[src/rtl/an_decode_ctrl_n29.sv]
// an_decode_ctrl_n29: round-robin sequencer for the shared A=29 AN-code decoder (Barrett residue, one codeword in flight).
// Define ERR_COUNT_EN to add the saturating err_cnt corrections counter port.
module an_decoder_n29 (
  input  logic [13:0] cw,
  input  logic [4:0]  res,
  output logic [9:0]  msg
);
  logic signed [15:0] e, fix;
  always_comb begin
    e = '0;
    // 2 has order 28 mod 29, so every nonzero residue is exactly one of +2^i or -2^i
    for (int i = 0; i < 14; i++) begin
      if (5'((1 << i) % 29) == res) e = 16'(1 << i);
      if (5'(29 - (1 << i) % 29) == res) e = -16'(1 << i);
    end
    fix = $signed({2'b0, cw}) - e;
    msg = 10'(fix / 16'sd29);
  end
endmodule

module an_decode_ctrl_n29 #(
  parameter int A     = 29,
  parameter int CW_W  = 14,
  parameter int MSG_W = 10,
  parameter int BR_K  = 15,
  parameter int BR_M  = 1129,
  parameter int CNT_W = 16
) (
  input  logic             clk,
  input  logic             rst,
  input  logic             in0_valid,
  output logic             in0_ready,
  input  logic [CW_W-1:0]  in0_cw,
  input  logic             in1_valid,
  output logic             in1_ready,
  input  logic [CW_W-1:0]  in1_cw,
  output logic             out_valid,
  input  logic             out_ready,
  output logic [MSG_W-1:0] out_msg,
  output logic             out_src,
  output logic             out_corr,
  output logic [4:0]       out_res,
  output logic             busy
`ifdef ERR_COUNT_EN
  ,
  output logic [CNT_W-1:0] err_cnt
`endif
);
  localparam int Q_W = CW_W + 11 - BR_K;
  typedef enum logic [2:0] {IDLE, RED1, RED2, DEC, OUT} state_t;
  state_t state, state_nx;
  logic rr, src_q, g0, g1;
  logic [CW_W-1:0] cw_q;
  logic [CW_W+10:0] prod;
  logic [Q_W-1:0] q_q;
  logic [5:0] t;
  logic [4:0] r_q, r_nx;
  logic [MSG_W-1:0] dec_msg;

  // rr=1 favours requester 1
  assign g1 = in1_valid & (rr | ~in0_valid);
  assign g0 = in0_valid & ~g1;
  assign prod = cw_q * (CW_W + 11)'(BR_M);
  assign t = 6'(cw_q - CW_W'(q_q) * CW_W'(A));
  assign r_nx = t >= 6'(A) ? 5'(t - 6'(A)) : t[4:0];

  an_decoder_n29 u_dec (.cw(cw_q), .res(r_q), .msg(dec_msg));

  always_ff @(posedge clk or posedge rst)
    if (rst) state <= IDLE;
    else state <= state_nx;

  always_comb begin
    state_nx = state == IDLE ? ((g0 | g1) ? RED1 : IDLE) :
               state == RED1 ? RED2 :
               state == RED2 ? DEC :
               state == DEC  ? OUT :
               (out_ready ? IDLE : OUT);
  end

  always_comb begin
    busy = state != IDLE;
    out_valid = state == OUT;
    in0_ready = state == IDLE && g0;
    in1_ready = state == IDLE && g1;
  end

  always_ff @(posedge clk or posedge rst)
    if (rst) begin
      rr <= 1'b0;
      src_q <= 1'b0;
      cw_q <= '0;
      q_q <= '0;
      r_q <= '0;
      out_msg <= '0;
      out_src <= 1'b0;
      out_corr <= 1'b0;
      out_res <= '0;
    end else begin
      if (in0_ready | in1_ready) begin
        cw_q <= in1_ready ? in1_cw : in0_cw;
        src_q <= in1_ready;
        rr <= ~in1_ready;
      end
      if (state == RED1) q_q <= Q_W'(prod >> BR_K);
      if (state == RED2) r_q <= r_nx;
      if (state == DEC) begin
        out_msg <= dec_msg;
        out_src <= src_q;
        out_corr <= r_q != '0;
        out_res <= r_q;
      end
    end

`ifdef ERR_COUNT_EN
  always_ff @(posedge clk or posedge rst)
    if (rst) err_cnt <= '0;
    else if (out_valid && out_ready && out_corr && err_cnt != '1) err_cnt <= err_cnt + 1'b1;
`endif
endmodule

[config.mk]
export PLATFORM = sky130hd
export DESIGN_NAME = an_decode_ctrl_n29
export DESIGN_NICKNAME = d
export VERILOG_FILES = /design/src/rtl/an_decode_ctrl_n29.sv
export SDC_FILE = /design/constraint.sdc
export NUM_CORES = 1
export LEC_CHECK = 0
export BUFFER_PORTS_ARGS = -buffer_cell sky130_fd_sc_hd__buf_2
export CORE_ASPECT_RATIO = 1.2
export CORE_MARGIN = 8
export CORE_UTILIZATION = 55
export CTS_BUF_LIST = sky130_fd_sc_hd__clkbuf_4 sky130_fd_sc_hd__clkbuf_8
export CTS_CLUSTER_DIAMETER = 30
export CTS_CLUSTER_SIZE = 16
export DETAILED_ROUTE_END_ITERATION = 8
export GPL_TIMING_DRIVEN = 0
export PLACE_DENSITY_LB_ADDON = 0.15
export SLEW_MARGIN = 40
export SYNTH_ARGS = -nofsm -noshare
export SYNTH_HDL_FRONTEND = slang
export SYNTH_SLANG_ARGS = --single-unit
[constraint.sdc]
create_clock -name clk -period 14 [get_ports clk]
set_input_delay 4.2 -clock clk [delete_from_list [all_inputs] [get_ports clk]]
set_output_delay 4.2 -clock clk [all_outputs]
set_load 0.005 [all_outputs]
After elaboration in Yosys (flattened, before gate mapping). Cells that the tools add are included. W data, S select, Z words.

Register bits after elaboration: 51. Word-level logic and storage cells: 98.

Add/sub/neg operators: 3. Multiply operators: 2. Divide/modulo/power cells: 1. $lt $le $gt $ge: 1. Eq/ne operators: 32. Mux-type cells: 36. Bitwise logic cells: 8. Reductions and logical operators: 5.

Operators by type and width (count): $mux W16 (27); $eq A5 B5 Y1 const A (13); $eq A4 B5 Y1 const A (8); $mul A14 B11 Y25 const B (1); $eq A3 B5 Y1 const A (4); $div A16 B6 Y16 const B (1); $sub A15 B16 Y16 (1); $mux W3 (5); $mux W14 (1); $eq A2 B5 Y1 const A (2); $mul A10 B5 Y6 const B (1); $eq A3 B2 Y1 const B (2); $ge A6 B5 Y1 const B (1); $sub A6 B6 Y6 (1); $eq A1 B5 Y1 const A (1); $mux W5 (1); $reduce_bool A5 Y1 (1); $sub A5 B5 Y5 const B (1); $eq A3 B1 Y1 const B (1); $eq A3 B3 Y1 const B (1); $logic_not A3 Y1 (1); $not A1 Y1 (3); $or A1 B1 Y1 (3); $reduce_bool A3 Y1 (1); other kinds (3) (6).

Depth between registers and ports, before layout. Gate-level depths: netlist (run 1).

Depth after elaboration: 31. Gate-level depth with buffers: 52. Gate-level depth less buffers: 43.

By module. Synthesis (run 1) repeated with hierarchy kept, for this count alone.

Cell total of the unflattened synthesis: 1128. Area, all modules: 9350.2 sq um.

By module, submodules not included: an_decoder_n29 (instances 1, cells an instance 664, area each 4684.5 sq um, seq. area each 0.0 sq um); an_decode_ctrl_n29 (instances 1, cells an instance 464, area each 4665.7 sq um, seq. area each 1176.1 sq um).

Worst setup path before layout (run 1). OpenSTA, ideal clock, no wires.

Kind: reg2reg. Start: register r_q[3]. End: register out_msg[1]. Library setup time: 0.118 ns. Data arrival time: 10.476 ns. Required time: 13.882 ns. Setup slack: 3.405 ns. Cell stages (with the launch flop): 48. Buffers on the path: 5. Cells stage by stage: dfrtp_1 > clkbuf_1 > clkinv_1 > nor3_1 > a22oi_1 > nor2_1 > ha_1 > inv_1 > fa_1 > a21o_1 > a311o_1 > a31o_2 > xor2_4 > nor3_2 > buf_4 > a311oi_1 > a311oi_4 > o211a_2 > [12 not listed] > o22a_1 > or2_1 > and4_1 > o31ai_4 > and2_1 > buf_2 > xnor2_1 > ha_1 > nand2_1 > a211o_1 > a31oi_1 > o21ai_1 > a311o_1 > a21oi_1 > ha_1 > nor2_1 > a311oi_1 > a21o_1.

Word-level cells in the longest chain between the ends: 31.

RTL lines: start: declaration (RTL line 57) `logic [4:0] r_q, r_nx;`; start signal: assignment (RTL line 106) `if (state == RED2) r_q <= r_nx;`; $eq A1 B5 Y1 (RTL line 13) `if (5'((1 << i) % 29) == res) e = 16'(1 << i);`; $mux W1 (RTL line 13); $mux W16 (RTL line 14) `if (5'(29 - (1 << i) % 29) == res) e = -16'(1 << i);`; $mux W16 (RTL line 13); $mux W16 (RTL line 14); $mux W16 (RTL line 13); $mux W16 (RTL line 14); $mux W16 (RTL line 13); [15 not listed]; $mux W16 (RTL line 13); $mux W16 (RTL line 14); $mux W16 (RTL line 13); $mux W16 (RTL line 14); $mux W16 (RTL line 13); $mux W16 (*) (RTL line 14); $sub A15 B16 Y16 (*) (RTL line 16) `fix = $signed({2'b0, cw}) - e;`; $div A16 B6 Y16 (*) (RTL line 17) `msg = 10'(fix / 16'sd29);`; end signal: assignment (RTL line 108) `out_msg <= dec_msg;`; end: declaration (RTL line 39) `output logic [MSG_W-1:0] out_msg,`.

Every way passes the cells marked *; elsewhere a longest branch is shown, timed or not. A chain may end at the register's enable or synchronous reset.

Final worst setup path (run 1).
Start: register r_q[3]. End: register out_msg[4].

Same word-level chain as after synthesis.

==> impl_results.rst, run 1 <==
.. list-table::
   :header-rows: 1

   * - Metric
     - Value
   * - Final slew viol count
     - 0
   * - Run status
     - finished clean
   * - Synth Net Count
     - 1,356
   * - Later-pin clock latency in the skew report
     - 0.33 ns
   * - Remaining max-slew budget at the tightest pin
     - 49.3%
   * - Post-synthesis sequential element count
     - 47
   * - Placed Instances
     - 1,454
   * - Endpoint type of the worst setup path
     - flip-flop
   * - Number of distinct library cells after synthesis
     - 108
   * - Width of the die
     - 134 um
   * - Delay contributed by the slowest stage of the critical path
     - 0.62 ns
   * - Remaining antenna violation count after routing
     - 0
   * - Placeable Area
     - 16,700 um^2
   * - Number of buffers created by CTS
     - 5
   * - Final hold viol count
     - 0
   * - CTS clock-pin slew for the worst setup and hold paths
     - 0.11 ns
   * - Cts hold-fix bufs
     - 0
   * - Setup crit start kind
     - flip-flop
   * - Post-CTS setup buffer count
     - 0
   * - Top FF cell, synth
     - sky130_fd_sc_hd__dfrtp_1
   * - Async SR Flop Fraction
     - 100%
   * - Count of flip-flops with a built-in enable after synthesis
     - 0
   * - Type of the tightest min-delay check
     - flip-flop to flip-flop
   * - # H-tree levels
     - 2
   * - Resize count post-CTS
     - 0
   * - Final Wtd Congestion
     - 0.955
   * - End-of-flow core utilization
     - 59.6%
   * - Port-buffer cells
     - 52
   * - Post-route fraction of the period consumed by the critical path
     - 90.6%
   * - Actual transition at the worst max-transition pin
     - 0.758 ns
   * - Overall via count from detail_route
     - 9,007
   * - Timing-limited maximum frequency
     - 78.9 MHz
   * - Die Y
     - 158 um
   * - Vias in the first global route
     - 8,517
   * - Crit-path slowest cell
     - sky130_fd_sc_hd__mux2i_1
   * - Dpl hpwl
     - 19.9 mm
   * - Yosys warns
     - 0
   * - Final setup fails
     - 0
   * - Unrepaired setup endpoints after global routing
     - false
   * - Crit Path Class
     - flip-flop to flip-flop
   * - Pin count of the biggest net entering global routing
     - 42
   * - Final worst clock skew
     - 0.0151 ns
   * - Diode count
     - 0
   * - Most frequent standard cell in the layout excluding fill and tap cells
     - sky130_fd_sc_hd__inv_1
   * - Number of top-level pins
     - 54
   * - Post-Syn Instances
     - 1,184
   * - Cell row count
     - 52
   * - Area of the die
     - 21,300 um^2
   * - Final non-filler cell total
     - 1,462
   * - Detailed-route wire length per cell
     - 16.9 um
   * - Initial standard-cell utilization of the core
     - 55.6%
   * - Max Cap Viol
     - 0
   * - First drt pass iteration count
     - 6
   * - Number of antenna violations at the first check in global routing
     - 0
   * - Layout Area Growth over Synthesis
     - 7.19%
   * - Final wirelength
     - 24.7 mm
   * - Critical path data arrival time
     - 12.93 ns
   * - DRT iter0 DRCs
     - 619
   * - Nets
     - 1,417
   * - First-pass GRT wire length
     - 41.0 mm
   * - Data required, critical path
     - 14.25 ns
   * - Via density per instance
     - 6.16
   * - Most frequent cells in the layout
     - sky130_fd_sc_hd__inv_1, sky130_fd_sc_hd__ha_1, sky130_fd_sc_hd__nor2_1
   * - Syn Area/Cell
     - 7.82 um^2
   * - Post-layout min period
     - 12.68 ns
   * - Sum of negative setup slack
     - 0 ns
   * - Overall routing resource usage
     - 23.2%
   * - Sink count of the clock tree
     - 47
   * - Cell area after placement
     - 9820 um^2
   * - Final Instance Area
     - 9920 um^2
   * - Critical path fanouts, max
     - 10
   * - Maximum buffer depth of the clock tree
     - 2
   * - Proportion of layout cells with a drive suffix above 1
     - 11.1%
   * - TritonCTS clock tree
     - built
   * - Sequential area share after synthesis
     - 12.7%
   * - Post-route DRC violation count
     - 0
   * - Overflow after GRT
     - 0
   * - Clock tree root buffer cell
     - sky130_fd_sc_hd__clkbuf_8
   * - Post-synth design cell area
     - 9260 um^2
[worst max-delay path, delay by kind of cell (launching register included)]
| kind | cells | cell delay [ns] |
|---|---|---|
| AO/OA/AOI/OAI | 22 | 5.86 |
| XOR/XNOR | 4 | 1.06 |
| adder cells (fa/ha/maj) | 4 | 1.19 |
| buffers and inverters | 5 | 1.30 |
| flip-flops | 1 | 0.33 |
| multiplexers | 1 | 0.62 |
| AND/OR/NAND/NOR | 9 | 2.22 |
[logic make-up (layout without fill, tap and decap cells)]
logic type      Yosys count  after routing  synth area share (%)
simple gates            351            351                  19.5
compound gates          374            374                  28.8
fa+ha+maj               139            139                  21.4
buf+inv                 176            238                  7.53
flops                    47             47                  12.7
mux                      15             15                  1.70
xor+xnor                 82             82                  8.41
[metal layers]
layer  track usage (%)  part of all wire [%]  vias to the layer above
met2              43.4                    52                      272
li1                  -                     -                     4411
met1              26.7                    41                     4271
met5                 0                     0                        -
met4              9.05                   3.3                        0
met3              1.71                   3.8                       53
[sequential cells by signal, indices dropped and copies added, names as in the netlist]
register / flops
rr: 1
state: 3
out_msg: 10
r_q: 5
out_src: 1
out_res: 5
cw_q: 14
q_q: 6
src_q: 1
out_corr: 1
[per-stage QoR]
step / setup slack, ns / hold WS [ns]
4_1_cts: 1.40 / 0.486
5_1_grt: 0.528 / 0.514
3_5_place_dp: 1.44 / 0.462
2_1_floorplan: 3.41 / 0.454
3_3_place_gp: 1.58 / 0.458
6_report: 1.32 / 0.485
[cells in the mapped netlist, types with 6 or more instances]
master | count | area share (%)
sky130_fd_sc_hd__a211o_1 | 7 | 0.66
sky130_fd_sc_hd__a211oi_1 | 11 | 0.89
sky130_fd_sc_hd__a21o_1 | 14 | 1.1
sky130_fd_sc_hd__a21oi_1 | 90 | 4.9
sky130_fd_sc_hd__a22oi_1 | 7 | 0.57
sky130_fd_sc_hd__a31oi_1 | 23 | 1.6
sky130_fd_sc_hd__and2_1 | 12 | 0.81
sky130_fd_sc_hd__and3_1 | 13 | 0.88
sky130_fd_sc_hd__buf_2 | 11 | 0.59
sky130_fd_sc_hd__clkbuf_1 | 32 | 1.3
sky130_fd_sc_hd__dfrtp_1 | 47 | 13
sky130_fd_sc_hd__fa_1 | 32 | 6.9
sky130_fd_sc_hd__ha_1 | 107 | 14
sky130_fd_sc_hd__inv_1 | 122 | 4.9
sky130_fd_sc_hd__mux2_2 | 6 | 0.73
sky130_fd_sc_hd__mux2i_1 | 9 | 0.97
sky130_fd_sc_hd__nand2_1 | 80 | 3.2
sky130_fd_sc_hd__nand2b_1 | 7 | 0.47
sky130_fd_sc_hd__nand3_1 | 22 | 1.2
sky130_fd_sc_hd__nand3b_1 | 16 | 1.3
sky130_fd_sc_hd__nand4_1 | 10 | 0.68
sky130_fd_sc_hd__nor2_1 | 96 | 3.9
sky130_fd_sc_hd__nor2b_1 | 11 | 0.74
sky130_fd_sc_hd__nor3_1 | 35 | 1.9
sky130_fd_sc_hd__nor4_1 | 8 | 0.54
sky130_fd_sc_hd__o211ai_1 | 14 | 1.1
sky130_fd_sc_hd__o21a_1 | 8 | 0.65
sky130_fd_sc_hd__o21ai_0 | 69 | 3.7
sky130_fd_sc_hd__o21ai_1 | 16 | 0.87
sky130_fd_sc_hd__o21bai_1 | 6 | 0.49
sky130_fd_sc_hd__o22ai_1 | 8 | 0.54
sky130_fd_sc_hd__o31ai_1 | 10 | 0.81
sky130_fd_sc_hd__o32a_1 | 6 | 0.65
sky130_fd_sc_hd__or2_1 | 8 | 0.54
sky130_fd_sc_hd__xnor2_1 | 58 | 5.5
sky130_fd_sc_hd__xor2_1 | 19 | 1.8
[worst paths after layout]
| check | cells after the start | start | slack [ns] | endpoint |
|---|---|---|---|---|
| hold reg to reg | 1 | out_msg[1]$_DFFE_PP0P_ | 0.48 | out_msg[1]$_DFFE_PP0P_ |
| hold / removal | 1 | out_msg[1]$_DFFE_PP0P_ | 0.48 | out_msg[1]$_DFFE_PP0P_ |
| max in group asynchronous | 3 | rst | 9.81 | out_res[3]$_DFFE_PP0P_ |
| setup / recovery | 45 | r_q[3]$_DFFE_PP0P_ | 1.32 | out_msg[4]$_DFFE_PP0P_ |
| setup reg to reg | 45 | r_q[3]$_DFFE_PP0P_ | 1.32 | out_msg[4]$_DFFE_PP0P_ |
| min in group asynchronous | 2 | rst | 3.74 | out_msg[0]$_DFFE_PP0P_ |
[final cells by class]
cell class | count | area, um^2
tap | 216 | 270
clock inverter | 2 | 13.8
clock buffer | 6 | 82.6
sequential | 47 | 1180
inverter | 123 | 464
multi-input combinational | 961 | 7390
buffer | 53 | 235
fill | 1575 | 6740
timing repair buffer | 54 | 292
Power of run 1 is left out: the tool's default activity adds up to more than one toggle a clock period on the data nets, which glitch-free logic cannot reach.
==> inputs of run 2 (changes only) <==
--- a/config.mk
+++ b/config.mk
@@ -6,9 +6,11 @@
 export NUM_CORES = 1
 export LEC_CHECK = 0
 export BUFFER_PORTS_ARGS = -buffer_cell sky130_fd_sc_hd__buf_2
+export CELL_PAD_IN_SITES_DETAIL_PLACEMENT = 0
+export CELL_PAD_IN_SITES_GLOBAL_PLACEMENT = 1
 export CORE_ASPECT_RATIO = 1.2
 export CORE_MARGIN = 8
-export CORE_UTILIZATION = 55
+export CORE_UTILIZATION = 49
 export CTS_BUF_LIST = sky130_fd_sc_hd__clkbuf_4 sky130_fd_sc_hd__clkbuf_8
 export CTS_CLUSTER_DIAMETER = 30
 export CTS_CLUSTER_SIZE = 16
==> constraint.sdc (replaced) <==
create_clock -name clk -period 12.1 [get_ports clk]
set_input_delay 3.63 -clock clk [delete_from_list [all_inputs] [get_ports clk]]
set_output_delay 3.63 -clock clk [all_outputs]
set_load 0.005 [all_outputs]
==> run 2 against run 1 <==
Net effect: die area rose by 11%; register-to-register slack got worse by 0.75 ns; final cell count rose by 3.2%; fmax increased by 10%; core utilization is 5.0 points lower.
==> impl_results.rst, run 2 (synthesized netlist as in run 1, its figures left out) <==
.. list-table::
   :header-rows: 1

   * - Metric
     - Value
   * - Most frequent cells in the layout
     - sky130_fd_sc_hd__inv_1, sky130_fd_sc_hd__ha_1, sky130_fd_sc_hd__nor2_1
   * - DRT iter0 DRCs
     - 564
   * - First-pass GRT wire length
     - 43.0 mm
   * - Overall routing resource usage
     - 21.9%
   * - Number of buffers created by CTS
     - 5
   * - Max Cap Viol
     - 0
   * - Number of top-level pins
     - 54
   * - Vias in the first global route
     - 8,539
   * - Endpoint type of the worst setup path
     - flip-flop
   * - Data required, critical path
     - 12.30 ns
   * - Final Instance Area
     - 10,200 um^2
   * - Cell family contributing the most delay on the critical path
     - compound AO/OA/AOI/OAI gates
   * - Post-route DRC violation count
     - 0
   * - Type of the tightest min-delay check
     - flip-flop to flip-flop
   * - Final wirelength
     - 25.9 mm
   * - Final slew viol count
     - 0
   * - # H-tree levels
     - 2
   * - TritonCTS clock tree
     - built
   * - Clock tree root buffer cell
     - sky130_fd_sc_hd__clkbuf_8
   * - Wire length on met1
     - 10.7 mm
   * - Routed length on met3
     - 728 um
   * - Setup crit start kind
     - flip-flop
   * - Largest registers in the final layout
     - cw_q: 14 flops, out_msg: 10 flops, q_q: 6 flops
   * - Metal2 WL
     - 13.6 mm
   * - Placeable Area
     - 18,700 um^2
   * - Cell row count
     - 55
   * - Final setup fails
     - 0
   * - Crit Path Class
     - flip-flop to flip-flop
   * - Layout Area Growth over Synthesis
     - 10.3%
   * - Timing-limited maximum frequency
     - 86.8 MHz
   * - Most frequent standard cell in the layout excluding fill and tap cells
     - sky130_fd_sc_hd__inv_1
   * - Final worst clock skew
     - 0.0154 ns
   * - First drt pass iteration count
     - 5
   * - Fill cells
     - 1,869
   * - CTS clock-pin slew for the worst setup and hold paths
     - 0.11 ns
   * - Top routing layer in use
     - met4
   * - Pin count of the biggest net entering global routing
     - 33
   * - Diode count
     - 0
   * - Levels on crit path
     - 47
   * - Delay contributed by the slowest stage of the critical path
     - 0.49 ns
   * - Final Wtd Congestion
     - 0.881
   * - Hold-critical path depth
     - 2
   * - Maximum buffer depth of the clock tree
     - 2
   * - Sum of negative setup slack
     - 0 ns
   * - Detailed-route wire length per cell
     - 17.1 um
   * - Actual transition at the worst max-transition pin
     - 0.812 ns
   * - Cts hold-fix bufs
     - 0
   * - Overflow after GRT
     - 0
   * - Run status
     - finished clean
   * - Number of antenna violations at the first check in global routing
     - 0
   * - Remaining max-slew budget at the tightest pin
     - 45.4%
   * - Remaining antenna violation count after routing
     - 0
   * - Critical path data arrival time
     - 11.72 ns
   * - Overall via count from detail_route
     - 8,929
   * - Post-layout min period
     - 11.52 ns
   * - Max reg flops
     - 14
   * - Worst reg2reg path depth
     - 47
   * - Dpl hpwl
     - 20.4 mm
   * - Die Y
     - 167 um
   * - Post-route fraction of the period consumed by the critical path
     - 95.2%
   * - Sink count of the clock tree
     - 47
   * - Nets
     - 1,424
   * - Later-pin clock latency in the skew report
     - 0.33 ns
   * - Count of buffering cells on the critical path with inverters included
     - 7
   * - Cell area after placement
     - 9860 um^2
   * - Initial standard-cell utilization of the core
     - 49.4%
   * - Proportion of layout cells with a drive suffix above 1
     - 14.0%
   * - Area of the die
     - 23,600 um^2
   * - Crit-path slowest cell
     - sky130_fd_sc_hd__a221o_2
   * - Register with the highest flop count
     - cw_q
   * - Final hold viol count
     - 0
   * - Port-buffer cells
     - 52
   * - Width of the die
     - 141 um
   * - Via density per instance
     - 5.92
   * - Critical path fanouts, max
     - 10
[run 2: final cells by class]
class	count	area, um^2	area share [%]
clock inverter	2	38.8	0.380
multi-input combinational	961	7520	73.7
tap	256	320	3.14
clock buffer	6	82.6	0.809
timing repair buffer	65	370	3.63
sequential	47	1180	11.5
inverter	123	465	4.56
buffer	49	229	2.24
[run 2: per-layer routing]
layer	vias to the layer above	track usage (%)
li1	4405	-
met1	4279	25.4
met2	200	40.3
met3	45	1.83
met4	0	8.80
met5	-	0
[run 2: final timing paths]
check                                       start                     end  slack, ns
hold / removal             out_msg[4]$_DFFE_PP0P_  out_msg[4]$_DFFE_PP0P_       0.48
hold reg to reg            out_msg[4]$_DFFE_PP0P_  out_msg[4]$_DFFE_PP0P_       0.48
setup reg to reg               r_q[0]$_DFFE_PP0P_  out_msg[6]$_DFFE_PP0P_       0.58
setup / recovery               r_q[0]$_DFFE_PP0P_  out_msg[6]$_DFFE_PP0P_       0.58
min in group asynchronous                     rst  out_msg[0]$_DFFE_PP0P_       3.21
max in group asynchronous                     rst      r_q[2]$_DFFE_PP0P_       8.42
[run 2: repair_timing]
item                       4_1_cts  5_1_grt
resized for setup                9       26
pin swaps                        0        9
buffers inserted                 0       12
setup endpoints to repair        5        6
hold endpoints to repair         0        0
[run 2: tightest hold or removal path, cell delays in order (launching register included)]
cell and delay [ns]:
sky130_fd_sc_hd__dfrtp_1 0.36, sky130_fd_sc_hd__nand2_1 0.04, sky130_fd_sc_hd__o21ai_0 0.06
[run 2: stage by stage]
step           utilization [%]  worst slack, ns  instances  hold slack (ns)
6_report                  54.5            0.575       1509            0.485
2_1_floorplan                -             1.51       1184            0.454
3_3_place_gp              52.5           -0.404       1492            0.456
4_1_cts                   53.6           0.0166       1499            0.489
3_5_place_dp              52.7           -0.413       1493            0.465
5_1_grt                   54.5          -0.0110       1509            0.510
Power of run 2 is left out for the same reason.
==> inputs of run 3 (changes only) <==
--- a/config.mk
+++ b/config.mk
@@ -6,11 +6,9 @@
 export NUM_CORES = 1
 export LEC_CHECK = 0
 export BUFFER_PORTS_ARGS = -buffer_cell sky130_fd_sc_hd__buf_2
-export CELL_PAD_IN_SITES_DETAIL_PLACEMENT = 0
-export CELL_PAD_IN_SITES_GLOBAL_PLACEMENT = 1
 export CORE_ASPECT_RATIO = 1.2
 export CORE_MARGIN = 8
-export CORE_UTILIZATION = 49
+export CORE_UTILIZATION = 55
 export CTS_BUF_LIST = sky130_fd_sc_hd__clkbuf_4 sky130_fd_sc_hd__clkbuf_8
 export CTS_CLUSTER_DIAMETER = 30
 export CTS_CLUSTER_SIZE = 16
==> run 3 against run 2 <==
Net effect: die area down 9.8%; clock skew down 0.0013 ns; fmax is 1.2% lower; clock-buffer cell count unchanged; critical path type unchanged.
==> impl_results.rst, run 3 (synthesized netlist as in run 1, its figures left out) <==
.. list-table::
   :header-rows: 1

   * - Metric
     - Value
   * - Cell row count
     - 52
   * - Cell family contributing the most delay on the critical path
     - compound AO/OA/AOI/OAI gates
   * - Most frequent standard cell in the layout excluding fill and tap cells
     - sky130_fd_sc_hd__inv_1
   * - Actual transition at the worst max-transition pin
     - 0.788 ns
   * - Via density per instance
     - 6.19
   * - Dpl hpwl
     - 19.9 mm
   * - Type of the tightest min-delay check
     - flip-flop to flip-flop
   * - Post-layout min period
     - 11.66 ns
   * - Post-route fraction of the period consumed by the critical path
     - 96.4%
   * - Final setup fails
     - 0
   * - Detailed-route wire length per cell
     - 17.0 um
   * - First drt pass iteration count
     - 5
   * - Area of the die
     - 21,300 um^2
   * - Remaining antenna violation count after routing
     - 0
   * - Nets
     - 1,429
   * - Final worst slack
     - 0.439 ns
   * - Final worst clock skew
     - 0.0141 ns
   * - DRT iter0 DRCs
     - 586
   * - Overflow after GRT
     - 0
   * - Fill cells
     - 1,551
   * - Clock tree root buffer cell
     - sky130_fd_sc_hd__clkbuf_8
   * - TritonCTS clock tree
     - built
   * - Max Cap Viol
     - 0
   * - Later-pin clock latency in the skew report
     - 0.33 ns
   * - Vias in the first global route
     - 8,523
   * - Number of top-level pins
     - 54
   * - Count of buffering cells on the critical path with inverters included
     - 8
   * - Most frequent cells in the layout
     - sky130_fd_sc_hd__inv_1, sky130_fd_sc_hd__ha_1, sky130_fd_sc_hd__nor2_1
   * - Overall routing resource usage
     - 23.2%
   * - Width of the die
     - 134 um
   * - Remaining max-slew budget at the tightest pin
     - 47.0%
   * - Proportion of layout cells with a drive suffix above 1
     - 14.5%
   * - Crit-path slowest cell
     - sky130_fd_sc_hd__a2111o_1
   * - Worst slack at placement
     - -0.462 ns
   * - Area of the multi-input gates
     - 7540 um^2
   * - Register with the highest flop count
     - cw_q
   * - First-pass GRT wire length
     - 41.1 mm
   * - Die Y
     - 158 um
   * - CTS clock-pin slew for the worst setup and hold paths
     - 0.10 ns
   * - Final Wtd Congestion
     - 0.955
   * - Setup crit start kind
     - flip-flop
   * - Number of antenna violations at the first check in global routing
     - 0
   * - Layout Area Growth over Synthesis
     - 10.1%
   * - Number of buffers created by CTS
     - 5
   * - Diode count
     - 0
   * - Cts hold-fix bufs
     - 0
   * - Overall via count from detail_route
     - 9,120
   * - # H-tree levels
     - 2
   * - Run status
     - finished clean
   * - Endpoint type of the worst setup path
     - flip-flop
   * - Port-buffer cells
     - 52
   * - Final hold viol count
     - 0
   * - Placeable Area
     - 16,700 um^2
   * - Delay contributed by the slowest stage of the critical path
     - 0.51 ns
   * - Timing-limited maximum frequency
     - 85.8 MHz
   * - Maximum buffer depth of the clock tree
     - 2
   * - Critical Path Most Common Cell
     - sky130_fd_sc_hd__buf_4
   * - Sink count of the clock tree
     - 47
   * - Initial standard-cell utilization of the core
     - 55.6%
   * - Final slew viol count
     - 0
   * - Data required, critical path
     - 12.33 ns
   * - Max reg flops
     - 14
   * - Critical path data arrival time
     - 11.89 ns
   * - Post-route DRC violation count
     - 0
   * - Largest registers in the final layout
     - cw_q: 14 flops, out_msg: 10 flops, q_q: 6 flops
   * - Pin count of the biggest net entering global routing
     - 42
   * - Crit Path Class
     - flip-flop to flip-flop
   * - Critical path fanouts, max
     - 10
   * - Final wirelength
     - 25.1 mm
   * - Sequential cell area in the final layout
     - 1180 um^2
run 3: final cells by class:
cell class	count	share of cell area, %
plain buffers	49	2.25
flip-flops and latches	47	11.6
clock buffers	6	0.810
well taps	216	2.65
inverters	123	4.57
clock inverters	2	0.135
multi-input cells	961	74.0
repair buffers	70	4.04
run 3: worst paths after layout:
check                      cells after the start  slack [ns]                    from                     end
setup reg to reg                              47        0.44      r_q[4]$_DFFE_PP0P_  out_msg[1]$_DFFE_PP0P_
min in group asynchronous                      2        3.17                     rst  out_msg[0]$_DFFE_PP0P_
hold / removal                                 1        0.48  out_msg[1]$_DFFE_PP0P_  out_msg[1]$_DFFE_PP0P_
setup / recovery                              47        0.44      r_q[4]$_DFFE_PP0P_  out_msg[1]$_DFFE_PP0P_
max in group asynchronous                      3        8.47                     rst      r_q[3]$_DFFE_PP0P_
hold reg to reg                                1        0.48  out_msg[1]$_DFFE_PP0P_  out_msg[1]$_DFFE_PP0P_
run 3: metrics by stage:
step,utilization (%),std cells,TNS (ns),cell area [um^2],hold WS (ns)
after floorplan,-,1184,0,9260,0.454
after global placement,58.8,1452,-1.39,9790,0.458
after detailed placement,59.0,1454,-2.14,9820,0.462
after CTS,59.7,1461,0,9950,0.486
after global routing,61.2,1474,-0.310,10200,0.514
final,61.2,1474,0,10200,0.484
run 3: what timing repair did:
action | CTS | global route
gates resized for setup | 7 | 34
pin swaps | 0 | 9
setup buffers | 1 | 15
endpoints found under the setup margin | 5 | 6
run 3: metal layers:
metal / GRT usage [%] / share of wire [%] / vias to the layer above
met2: 43.2 / 53 / 283
met3: 1.71 / 4.2 / 57
met4: 9.48 / 3.2 / 0
li1: - / - / 4440
met1: 26.8 / 40 / 4340
met5: 0 / 0 / -
run 3: worst reg2reg max path, delay by kind of cell, from the launching register on:
family          cells  cell delay (ns)
simple gates       12             2.65
xor+xnor            3             0.61
fa+ha+maj           4             1.21
compound gates     20             5.13
buf+inv             8             1.59
flops               1             0.41
Power of run 3 is left out for the same reason.
